==> config.mk <==
export PLATFORM = sky130hd
export DESIGN_NAME = bus_arbiter
export DESIGN_NICKNAME = d
export VERILOG_FILES = /design/src/rtl/bus_arb_pkg.sv /design/src/rtl/rr_arbiter.sv /design/src/rtl/bus_arbiter.sv
export SDC_FILE = /design/constraint.sdc
export NUM_CORES = 1
export LEC_CHECK = 0
export BUFFER_PORTS_ARGS = -buffer_cell sky130_fd_sc_hd__buf_2
export CORE_AREA = 2 2 110 112
export CTS_BUF_LIST = sky130_fd_sc_hd__clkbuf_8 sky130_fd_sc_hd__clkbuf_16
export DETAILED_ROUTE_END_ITERATION = 8
export DIE_AREA = 0 0 112 114
export PLACE_DENSITY = 0.68
export SLEW_MARGIN = 25
export SYNTH_ARGS = -nofsm -noshare
export SYNTH_HDL_FRONTEND = slang
export SYNTH_HIERARCHICAL = 1
export SYNTH_SLANG_ARGS = --single-unit
==> constraint.sdc <==
create_clock -name i_clk -period 2.2 [get_ports i_clk]
set_input_delay 0.33 -clock i_clk [delete_from_list [all_inputs] [get_ports i_clk]]
set_output_delay 0.33 -clock i_clk [all_outputs]
set_load 0.05 [all_outputs]
==> src/rtl/bus_arb_pkg.sv <==
// Shared types, constants and helpers for the N-requester bus arbiter.
package bus_arb_pkg;

    typedef enum logic {
        ST_IDLE = 1'b0,
        ST_BUSY = 1'b1
    } state_t;

    localparam int ARB_FIXED = 0;
    localparam int ARB_RR    = 1;

    // Index width for n items; never narrower than one bit.
    function automatic int idx_w(input int n);
        return (n <= 2) ? 1 : $clog2(n);
    endfunction

endpackage

==> src/rtl/rr_arbiter.sv <==
// Combinational grant selection: fixed priority (index 0 highest) or round-robin from a pointer.
module rr_arbiter
    import bus_arb_pkg::*;
#(
    parameter int N_REQ    = 2,
    parameter int ARB_MODE = ARB_FIXED,
    localparam int IW      = idx_w(N_REQ)
) (
    input  logic [N_REQ-1:0] i_req,
    input  logic [IW-1:0]    i_ptr,
    output logic [N_REQ-1:0] o_grant,
    output logic [IW-1:0]    o_idx
);

    logic          w_hit;
    logic          w_hit_hi;
    logic [IW-1:0] w_idx_lo;
    logic [IW-1:0] w_idx_hi;

    // Round-robin: lowest request at or above the pointer, else wrap to lowest overall.
    always_comb begin
        w_hit    = 1'b0;
        w_hit_hi = 1'b0;
        w_idx_lo = '0;
        w_idx_hi = '0;
        for (int i = N_REQ - 1; i >= 0; i--) begin
            if (i_req[i]) begin
                w_hit    = 1'b1;
                w_idx_lo = IW'(i);
            end
            if (i_req[i] && (ARB_MODE == ARB_RR) && (i >= int'(i_ptr))) begin
                w_hit_hi = 1'b1;
                w_idx_hi = IW'(i);
            end
        end
        o_idx   = w_hit_hi ? w_idx_hi : w_idx_lo;
        o_grant = w_hit ? (N_REQ'(1) << o_idx) : '0;
    end

endmodule

==> src/rtl/bus_arbiter.sv <==
// N-requester to single bus master adapter with fixed/round-robin arbitration and bus timeout.
module bus_arbiter
    import bus_arb_pkg::*;
#(
    parameter int N_REQ    = 2,
    parameter int XLEN     = 32,
    parameter int DATA_W   = 32,
    parameter int ARB_MODE = ARB_FIXED,
    parameter int TIMEOUT  = 0,
    parameter int WALIGN   = 2
) (
    input  logic                      i_clk,
    input  logic                      i_rst,
    input  logic [N_REQ-1:0]          i_req,
    input  logic [N_REQ-1:0]          i_wr_en,
    input  logic [N_REQ*XLEN-1:0]     i_addr,
    input  logic [N_REQ*DATA_W-1:0]   i_wdata,
    input  logic [N_REQ*DATA_W/8-1:0] i_byte_en,
    output logic [N_REQ-1:0]          o_ready,
    output logic [N_REQ-1:0]          o_err,
    output logic [DATA_W-1:0]         o_rdata,
    output logic                      o_bus_en,
    output logic                      o_bus_wr_en,
    output logic [XLEN-1:0]           o_bus_addr,
    output logic [DATA_W-1:0]         o_bus_wdata,
    output logic [DATA_W/8-1:0]       o_bus_byte_en,
    input  logic [DATA_W-1:0]         i_bus_rd_data,
    input  logic                      i_bus_ack
);

    localparam int IW = idx_w(N_REQ);
    localparam int BW = DATA_W / 8;
    localparam int CW = idx_w(TIMEOUT);
    localparam logic [CW-1:0]   TO_LAST    = CW'((TIMEOUT > 0) ? (TIMEOUT - 1) : 0);
    localparam logic [XLEN-1:0] ALIGN_MASK = ~((XLEN'(1) << WALIGN) - XLEN'(1));

    state_t           r_state;
    state_t           w_state_d;
    logic             r_bus_en;
    logic             r_bus_wr_en;
    logic [XLEN-1:0]  r_bus_addr;
    logic [DATA_W-1:0] r_bus_wdata;
    logic [BW-1:0]    r_bus_byte_en;
    logic [IW-1:0]    r_gnt_idx;
    logic [N_REQ-1:0] r_gnt_oh;
    logic [CW-1:0]    r_cnt;
    logic [IW-1:0]    r_ptr;

    logic [N_REQ-1:0] w_gnt_oh;
    logic [IW-1:0]    w_gnt_idx;
    logic             w_start;
    logic             w_ack_done;
    logic             w_to_done;
    logic             w_done;
    logic             w_sel_wr;
    logic [XLEN-1:0]  w_sel_addr;
    logic [DATA_W-1:0] w_sel_wdata;
    logic [BW-1:0]    w_sel_be;
    logic [IW-1:0]    w_ptr_next;

    rr_arbiter #(
        .N_REQ    (N_REQ),
        .ARB_MODE (ARB_MODE)
    ) u_arb (
        .i_req   (i_req),
        .i_ptr   (r_ptr),
        .o_grant (w_gnt_oh),
        .o_idx   (w_gnt_idx)
    );

    assign w_sel_wr    = i_wr_en[w_gnt_idx];
    assign w_sel_addr  = i_addr[int'(w_gnt_idx) * XLEN +: XLEN];
    assign w_sel_wdata = i_wdata[int'(w_gnt_idx) * DATA_W +: DATA_W];
    assign w_sel_be    = i_byte_en[int'(w_gnt_idx) * BW +: BW];
    assign w_ptr_next  = (int'(r_gnt_idx) == N_REQ - 1) ? '0 : r_gnt_idx + IW'(1);

    always_comb begin
        w_state_d  = r_state;
        w_start    = 1'b0;
        w_ack_done = 1'b0;
        w_to_done  = 1'b0;
        case (r_state)
            ST_IDLE: begin
                if (|i_req) begin
                    w_start   = 1'b1;
                    w_state_d = ST_BUSY;
                end
            end
            ST_BUSY: begin
                // An ack in the timeout cycle takes precedence over the error completion.
                if (i_bus_ack) begin
                    w_ack_done = 1'b1;
                    w_state_d  = ST_IDLE;
                end else if ((TIMEOUT != 0) && (r_cnt == TO_LAST)) begin
                    w_to_done = 1'b1;
                    w_state_d = ST_IDLE;
                end
            end
            default: w_state_d = ST_IDLE;
        endcase
    end

    assign w_done  = w_ack_done | w_to_done;
    assign o_ready = w_done ? r_gnt_oh : '0;
    assign o_err   = w_to_done ? r_gnt_oh : '0;
    assign o_rdata = w_ack_done ? i_bus_rd_data : '0;

    always_ff @(posedge i_clk or posedge i_rst) begin
        if (i_rst) begin
            r_state       <= ST_IDLE;
            r_bus_en      <= 1'b0;
            r_bus_wr_en   <= 1'b0;
            r_bus_addr    <= '0;
            r_bus_wdata   <= '0;
            r_bus_byte_en <= '0;
            r_gnt_idx     <= '0;
            r_gnt_oh      <= '0;
            r_cnt         <= '0;
            r_ptr         <= '0;
        end else begin
            r_state <= w_state_d;
            if (w_start) begin
                r_bus_en      <= 1'b1;
                r_bus_wr_en   <= w_sel_wr;
                r_bus_addr    <= w_sel_wr ? (w_sel_addr & ALIGN_MASK) : w_sel_addr;
                r_bus_wdata   <= w_sel_wdata;
                r_bus_byte_en <= w_sel_be;
                r_gnt_idx     <= w_gnt_idx;
                r_gnt_oh      <= w_gnt_oh;
                r_cnt         <= '0;
            end else if (w_done) begin
                r_bus_en <= 1'b0;
                r_cnt    <= '0;
                if (ARB_MODE == ARB_RR) begin
                    r_ptr <= w_ptr_next;
                end
            end else if (r_state == ST_BUSY) begin
                r_cnt <= r_cnt + CW'(1);
            end
        end
    end

    assign o_bus_en      = r_bus_en;
    assign o_bus_wr_en   = r_bus_wr_en;
    assign o_bus_addr    = r_bus_addr;
    assign o_bus_wdata   = r_bus_wdata;
    assign o_bus_byte_en = r_bus_byte_en;

endmodule

======== Yosys cells after proc, flatten, opt, wreduce, memory -nomap -nowiden ========
Index checks and enable logic that the tools add are counted.
operators by class
  shift operators ......................... 4
  reduce and logical (&&, ||, !) cells .... 2
  bitwise operators ....................... 1
  $lt $le $gt $ge ......................... 1
  muxes and demuxes ....................... 17
operators by type and width
  cell                 number
  $shiftx 64x7->32     2
  $mux 32              1
  $mux 1               12
  $shiftx 8x4->4       1
  $mux 2               3
  $lt 1x2->1 const B   1
  $pmux 1 s2           1
  $reduce_bool 2->1    1
  $reduce_or 2->1      1
  $shl 1x1->2 const A  1
  $not 1->1            1
storage, ports and cells
  logic and storage cells ................. 32
  output and inout bits ................... 106
  input port bits ......................... 175
  register bits after elaboration ......... 73

======== Logic depth before layout (Yosys ltp) ========
Gate-level depths: netlist (run 1).
  word-level depth ........................ 5
  mapped depth ............................ 6
  mapped depth without buffers ............ 4

======== Cells and area by module ========
Netlist (run 1), hierarchy kept.
modules (own cells, without submodules)
  module       seq. area each (µm²)  times used  area an instance (µm²)  cells an instance
  bus_arbiter  1,826.8               1           3,629.7                 356
  rr_arbiter   0.0                   1           17.5                    3

======== Worst setup path after synthesis (run 1) ========
No wires, ideal clock.
  path kind ............................... reg-to-output
  from .................................... register r_state
  to ...................................... output o_rdata[10]
  required time ........................... 1,870 ps
  setup slack ............................. 621 ps
  arrival ................................. 1,249 ps
  stages on the path, launching flop included .. 4
  path buffers ............................ 2
  cell sequence ........................... dfrtp_1 -> clkbuf_1 -> clkbuf_1 -> and3_1
on the way
  longest elaborated chain between the ends .. 2
ends and longest elaborated chain
  item                    line                source
  start, declared         bus_arbiter.sv:37   state_t r_state;
  start signal, assigned  bus_arbiter.sv:121  r_state <= w_state_d;
  $mux 1                  bus_arbiter.sv:82   case (r_state)
  $mux 32                 bus_arbiter.sv:106  assign o_rdata = w_ack_done ? i_bus_rd_data : '0;
  end, declared           bus_arbiter.sv:21   output logic [DATA_W-1:0] o_rdata,
No other way between the ends.

======== Worst setup path in the final report (run 1) ========
  from .................................... register r_state
  to ...................................... output o_rdata[17]
Same word-level chain as after synthesis.

==> impl_results.md, run 1 <==
* DR vias/cell at between 4 and 5
* Outcome: finished clean
* WHS at 0.0818 ns
* Dpl hpwl at 8.23 mm
* Mapped cell area at 3650 µm²
* PostCTS Resize Cnt at 0
* Fin cells at 775
* First-pass GRT wire length at 16.1 mm
* DRC at 0
* Reg2reg end: o_bus_wdata[8]
* Post-Route WL at about 10 mm
* H-tree Lvls at 3
* Vias in the first global route at 3258
* Critical path peak fanout at 20
* Ys flop type: dfrtp_1
* Routed vias at 3472
* Worst setup path class: register to primary output
* DRT antenna net count at 0
* Setup bufs post-CTS at 0
* CTS clk-pin slew, worst paths at 0.06 ns
* RSZ-0062 raised after global routing: no
* Worst path cell trace: buf_4 > and3_1 > buf_2
* Synthesized area per cell at 10.2 µm²
* Total clock sinks at 73
* Number of antenna cells inserted at 0
* DR iter-0 viols at 93
* Port-buffer cells at around 280
* Largest net degree at the start of global routing at 74
* Startpoint type of the worst setup path: register
* Inserted Clock Buffers at 9
* Starting density of the core at ~31%
* YS warnings at 8
* Post-synth EDFFs at 0
* Clock Skew at 0.00522 ns
* Fin nets at 798
* Clock share of power at between 20% and 30%
* RR Startpoint: r_state
* Die Y at between 100 and 150 µm
* Final core utilization at 46.4%
* Final Max Tran Viols at 0
* CORE AREA at 11700 µm²
* CTS tree: yes
* GR Overflow Total at 0
* Hold WC Path Type: input port to asynchronous set/reset pin
* CP Capture Type: primary output
* Worst setup endpoint: o_rdata[17]
* Final setup viols at 0
* CP required at 1.87 ns
* Std cell rows at 40
* Hold-fix buffers at CTS at 0
* # IOs at 281
* Die area at 12800 µm²
* Achievable clock frequency at roughly 500 MHz
* Yosys reg bits at 73
* Wire length per cell after detailed routing at 13.5 µm
* Drt pass-1 iters at 4
* Placed cells at 759
* Cells after synthesis at 359
* Commonest non-fill, non-tap cell in the layout: buf_2
* Critical path arrival at between 1.5 and 2 ns
* Post-route minimum period at around 2 ns
* Final Cycle Share at 90.2%
* Die Width at ~110 µm
* Critical path origin: r_state
* Switching share of power at 41.4%
* Antenna violations before repair at 0
* Asr flop ratio synth at 100%
* CTS Buffer Depth at 2
* Fin Setup TNS at 0 ns
* Seq/Total Area, Yosys at approximately half
* Commonest non-fill, non-tap cells in the layout: buf_2 (278), dfrtp_1 (73), mux2i_1 (68), nand2_1 (68), o21ai_0 (41)
* Reg power frac at 31.8%
* Routability Congestion at 0.743
* Clk root buf: clkbuf_16
* FILL cells at 1161
* NetSw at 0.00231 W
* CP max stage cell: dfrtp_1
* Cells on worst reg2reg path at 3
* Share of cells above drive strength 1 at 48.6%
* Clock Latency Late Sink at 0.32 ns
* Slowest cell delay on critical path at slightly above 0.6 ns
* VDD IR max at 0.000467 V
* Pleak at 3.03 nW
* Pwr dens at 1030 nW/µm²
* Reg2Reg Setup Slack at 0.59 ns
* Final hold vios at 0
* Logic pwr share at 38.9%
* GRT Overall Usage at ~16%
* Max-Cap Viols at 0
* Power Internal at 0.00327 W
* Netlist cell types at 22
* Area growth, synth to finish at 49.0%
## area by class of cell
type                            count  area [µm²]  area share, %
Tap cell                          147         184           3.38
Timing Repair Buffer              286        1480           27.2
Clock buffer                        9         225           4.14
Clock inverter                      7         111           2.05
Inverter                            1        3.75         0.0691
Sequential cell                    73        1830           33.6
Multi-Input combinational cell    252        1610           29.6
## metal layers
metal / vias to the layer above / part of all wire, % / GRT usage [%]
li1: 1757 / - / -
met1: 1568 / 41 / 19.4
met4: 0 / 0.84 / 3.98
met2: 138 / 51 / 27.8
met5: - / 0 / 0
met3: 9 / 6.9 / 3.61
## how the worst min path moves through the flow
stage	startpoint	end	slack (ns)
floorplan	r_gnt_oh[0]	r_gnt_oh[0]	0.47
global placement	i_rst	o_bus_addr[15]	0.45
detailed placement	i_rst	o_bus_addr[15]	0.45
CTS	i_rst	o_bus_addr[18]	0.10
global route	i_rst	o_bus_addr[15]	0.10
finish	i_rst	o_bus_addr[15]	0.08
## per-stage QoR
step | worst slack, ns | cell area (µm²) | total power, W
after floorplan | 0.0167 | 3650 | 0.00340
after global placement | 0.589 | 5100 | 0.00396
after detailed placement | 0.549 | 5100 | 0.00400
after CTS | 0.207 | 5440 | 0.00566
after global routing | 0.0920 | 5440 | 0.00587
final | 0.216 | 5440 | 0.00558
## state kept, by name, indices dropped and copies added, names as in the netlist
register	cells
o_bus_addr	32
o_bus_wr_en	1
r_gnt_oh	2
o_bus_en	1
r_state	1
o_bus_byte_en	4
o_bus_wdata	32
## Yosys cell counts, types with 6 or more instances
cell	count	area share [%]
and3_1	34	5.8
buf_2	6	0.82
buf_4	6	1.2
buf_6	8	2.5
clkbuf_1	12	1.2
dfrtp_1	73	50
mux2i_1	68	19
nand2_1	68	7.0
o21ai_0	41	5.6
o21ai_1	27	3.7
## power groups by stage
| stage | registers, W | logic [W] | clock network [W] |
|---|---|---|---|
| after CTS | 0.00178 | 0.00220 | 0.00169 |
| final | 0.00178 | 0.00217 | 0.00163 |
| after floorplan | 0.00278 | 0.000619 | 0 |
| after global placement | 0.00179 | 0.00217 | 0 |
| after detailed placement | 0.00180 | 0.00220 | 0 |
| after global routing | 0.00182 | 0.00230 | 0.00175 |
## critical path, delay by kind of cell (launching register included)
| family | cells | cell delay (ns) |
|---|---|---|
| buffers and inverters | 2 | 0.55 |
| and+or+nand+nor | 1 | 0.17 |
| DFF | 1 | 0.61 |
## cell families (layout without fill, tap and decap cells)
group	after synthesis	count (layout)	share of synthesized area, %
compound gates	73	73	10.7
buf+inv	35	303	6.14
flops	73	73	50.1
mux	70	70	19.5
other cells	1	2	0.103
simple gates	107	107	13.5
No activity file was read; power rests on OpenSTA's default activity.
==> run 2, diff against run 1 <==
--- a/config.mk
+++ b/config.mk
@@ -6,11 +6,13 @@
 export NUM_CORES = 1
 export LEC_CHECK = 0
 export BUFFER_PORTS_ARGS = -buffer_cell sky130_fd_sc_hd__buf_2
-export CORE_AREA = 2 2 110 112
+export CELL_PAD_IN_SITES_DETAIL_PLACEMENT = 0
+export CELL_PAD_IN_SITES_GLOBAL_PLACEMENT = 1
+export CORE_MARGIN = 2
+export CORE_UTILIZATION = 30
 export CTS_BUF_LIST = sky130_fd_sc_hd__clkbuf_8 sky130_fd_sc_hd__clkbuf_16
 export DETAILED_ROUTE_END_ITERATION = 8
-export DIE_AREA = 0 0 112 114
-export PLACE_DENSITY = 0.68
+export PLACE_DENSITY = 0.85
 export SLEW_MARGIN = 25
 export SYNTH_ARGS = -nofsm -noshare
 export SYNTH_HDL_FRONTEND = slang
==> constraint.sdc (replaced) <==
create_clock -name i_clk -period 2.3 [get_ports i_clk]
set_input_delay 0.345 -clock i_clk [delete_from_list [all_inputs] [get_ports i_clk]]
set_output_delay 0.345 -clock i_clk [all_outputs]
set_load 0.05 [all_outputs]
==> impl_results.md, run 2 (same netlist as run 1, synthesis figures left out) <==
* Commonest non-fill, non-tap cells in the layout: buf_2 (278), dfrtp_1 (73), mux2i_1 (68), nand2_1 (68), o21ai_0 (41)
* DRC at 0
* NetSw at 0.00225 W
* Clock Skew at roughly 0.0057 ns
* CP Capture Type: primary output
* Final hold vios at 0
* Total clock sinks at 73
* DR vias/cell at 4.51
* Clk root buf: clkbuf_16
* Drt pass-1 iters at 4
* Worst-Margin Slew at between 0.7 and 0.8 ns
* Post-route minimum period at 1.95 ns
* Final setup viols at 0
* Reg power frac at approximately 33%
* Die Y at ~110 µm
* Pwr dens at around 950 nW/µm²
* VDD IR max at 0.000412 V
* Max-Cap Viols at 0
* CP required at 1.96 ns
* Critical path peak fanout at 28
* # IOs at 281
* Cells on worst reg2reg path at 3
* Worst Path Buf+Inv at 2
* CTS Buffer Depth at 2
* Power Internal at 0.00292 W
* Final Cycle Share at 84.9%
* Area growth, synth to finish at 48.6%
* CTS tree: yes
* Startpoint type of the worst setup path: register
* Commonest non-fill, non-tap cell in the layout: buf_2
* Worst setup path class: register to primary output
* Largest net degree at the start of global routing at 59
* Pleak at 3.01 nW
* Outcome: finished clean
* CORE AREA at 12000 µm²
* Std cell rows at 40
* Placed cells at 757
* Die area at ~13000 µm²
* Post-Route WL at 10.4 mm
* Setup bufs post-CTS at 0
* Slowest cell delay on critical path at 0.53 ns
* Reg2Reg Setup Slack at 0.77 ns
* Clock Latency Late Sink at between 0.3 and 0.4 ns
* RR Startpoint: r_state
* Switching share of power at 43.5%
* GRT Overall Usage at 15.4%
* Hold-fix buffers at CTS at 0
* CP delay by family, top: buffers and inverters
* H-tree Lvls at 3
* Fin nets at 796
* Fin cells at 773
* Clock share of power at 26.7%
* Die Width at ~110 µm
* Wire length per cell after detailed routing at 13.4 µm
* Inserted Clock Buffers at 9
* DR iter-0 viols at 138
* Port-buffer cells at 278
* Number of antenna cells inserted at 0
* Antenna violations before repair at 0
* CP max stage cell: dfrtp_1
* Dpl hpwl at 8.21 mm
* Total power after layout at 0.00517 W
* Reg2reg end: o_bus_addr[5]
* PostCTS Resize Cnt at 0
* Final Worst Setup Slack at 0.348 ns
* Hold WC Path Type: input port to asynchronous set/reset pin
* Worst path cell trace: buf_4 > and3_1 > buf_2
* Routability Congestion at 0.747
* First-pass GRT wire length at 15.9 mm
* CTS clk-pin slew, worst paths at roughly 0.060 ns
* WHS at 0.0542 ns
* GR Overflow Total at 0
* Fin Setup TNS at 0 ns
* Share of cells above drive strength 1 at 48.6%
* Starting density of the core at 30.5%
* Vias in the first global route at 3331
* Critical path arrival at 1.61 ns
* Rel. slew slack at a little over half
* Setup WS pre-CTS at 0.584 ns
* RSZ-0062 raised after global routing: no
* Logic pwr share at 40.4%
* Final Max Tran Viols at 0
* Routed vias at 3484
* Achievable clock frequency at 512 MHz
* DRT antenna net count at 0
run 2: metrics by stage:
step | util, % | cell area (µm²)
finish | 45.3 | 5420
global placement | 42.8 | 5120
floorplan | - | 3650
detailed placement | 42.8 | 5120
global route | 45.3 | 5420
CTS | 45.3 | 5420
run 2: worst max path at each step:
stage / end / startpoint / cells after the start / slack [ns]
after floorplan: o_bus_addr[0] / i_rst / 1 / 0.10
after global placement: o_bus_addr[19] / i_req[1] / 4 / 0.66
after detailed placement: o_bus_addr[2] / i_req[1] / 4 / 0.58
after CTS: o_rdata[19] / r_state / 3 / 0.35
after global routing: o_rdata[22] / r_state / 3 / 0.27
final: o_rdata[19] / r_state / 3 / 0.35
run 2: cell type report:
class                           count  area [µm²]
Clock buffer                        9         225
Clock inverter                      7        71.3
Fill cell                        1168        6540
Inverter                            1        5.00
Multi-Input combinational cell    252        1610
Sequential cell                    73        1830
Tap cell                          147         184
Timing Repair Buffer              284        1500
run 2: per-layer routing:
metal	part of all wire, %	wire length, µm	vias to the layer above	track usage [%]
met2	48	4960	151	25.7
met3	7.1	741	11	3.34
met1	44	4550	1566	20.1
li1	-	-	1756	-
met4	1.2	128	0	4.47
met5	0	0	-	0
run 2: power groups by stage:
stage | Combinational, W | Sequential [W] | Clock [W]
2_1_floorplan | 0.000592 | 0.00266 | 0
3_5_place_dp | 0.00211 | 0.00172 | 0
3_3_place_gp | 0.00208 | 0.00172 | 0
4_1_cts | 0.00211 | 0.00171 | 0.00143
5_1_grt | 0.00222 | 0.00174 | 0.00147
6_report | 0.00209 | 0.00170 | 0.00138
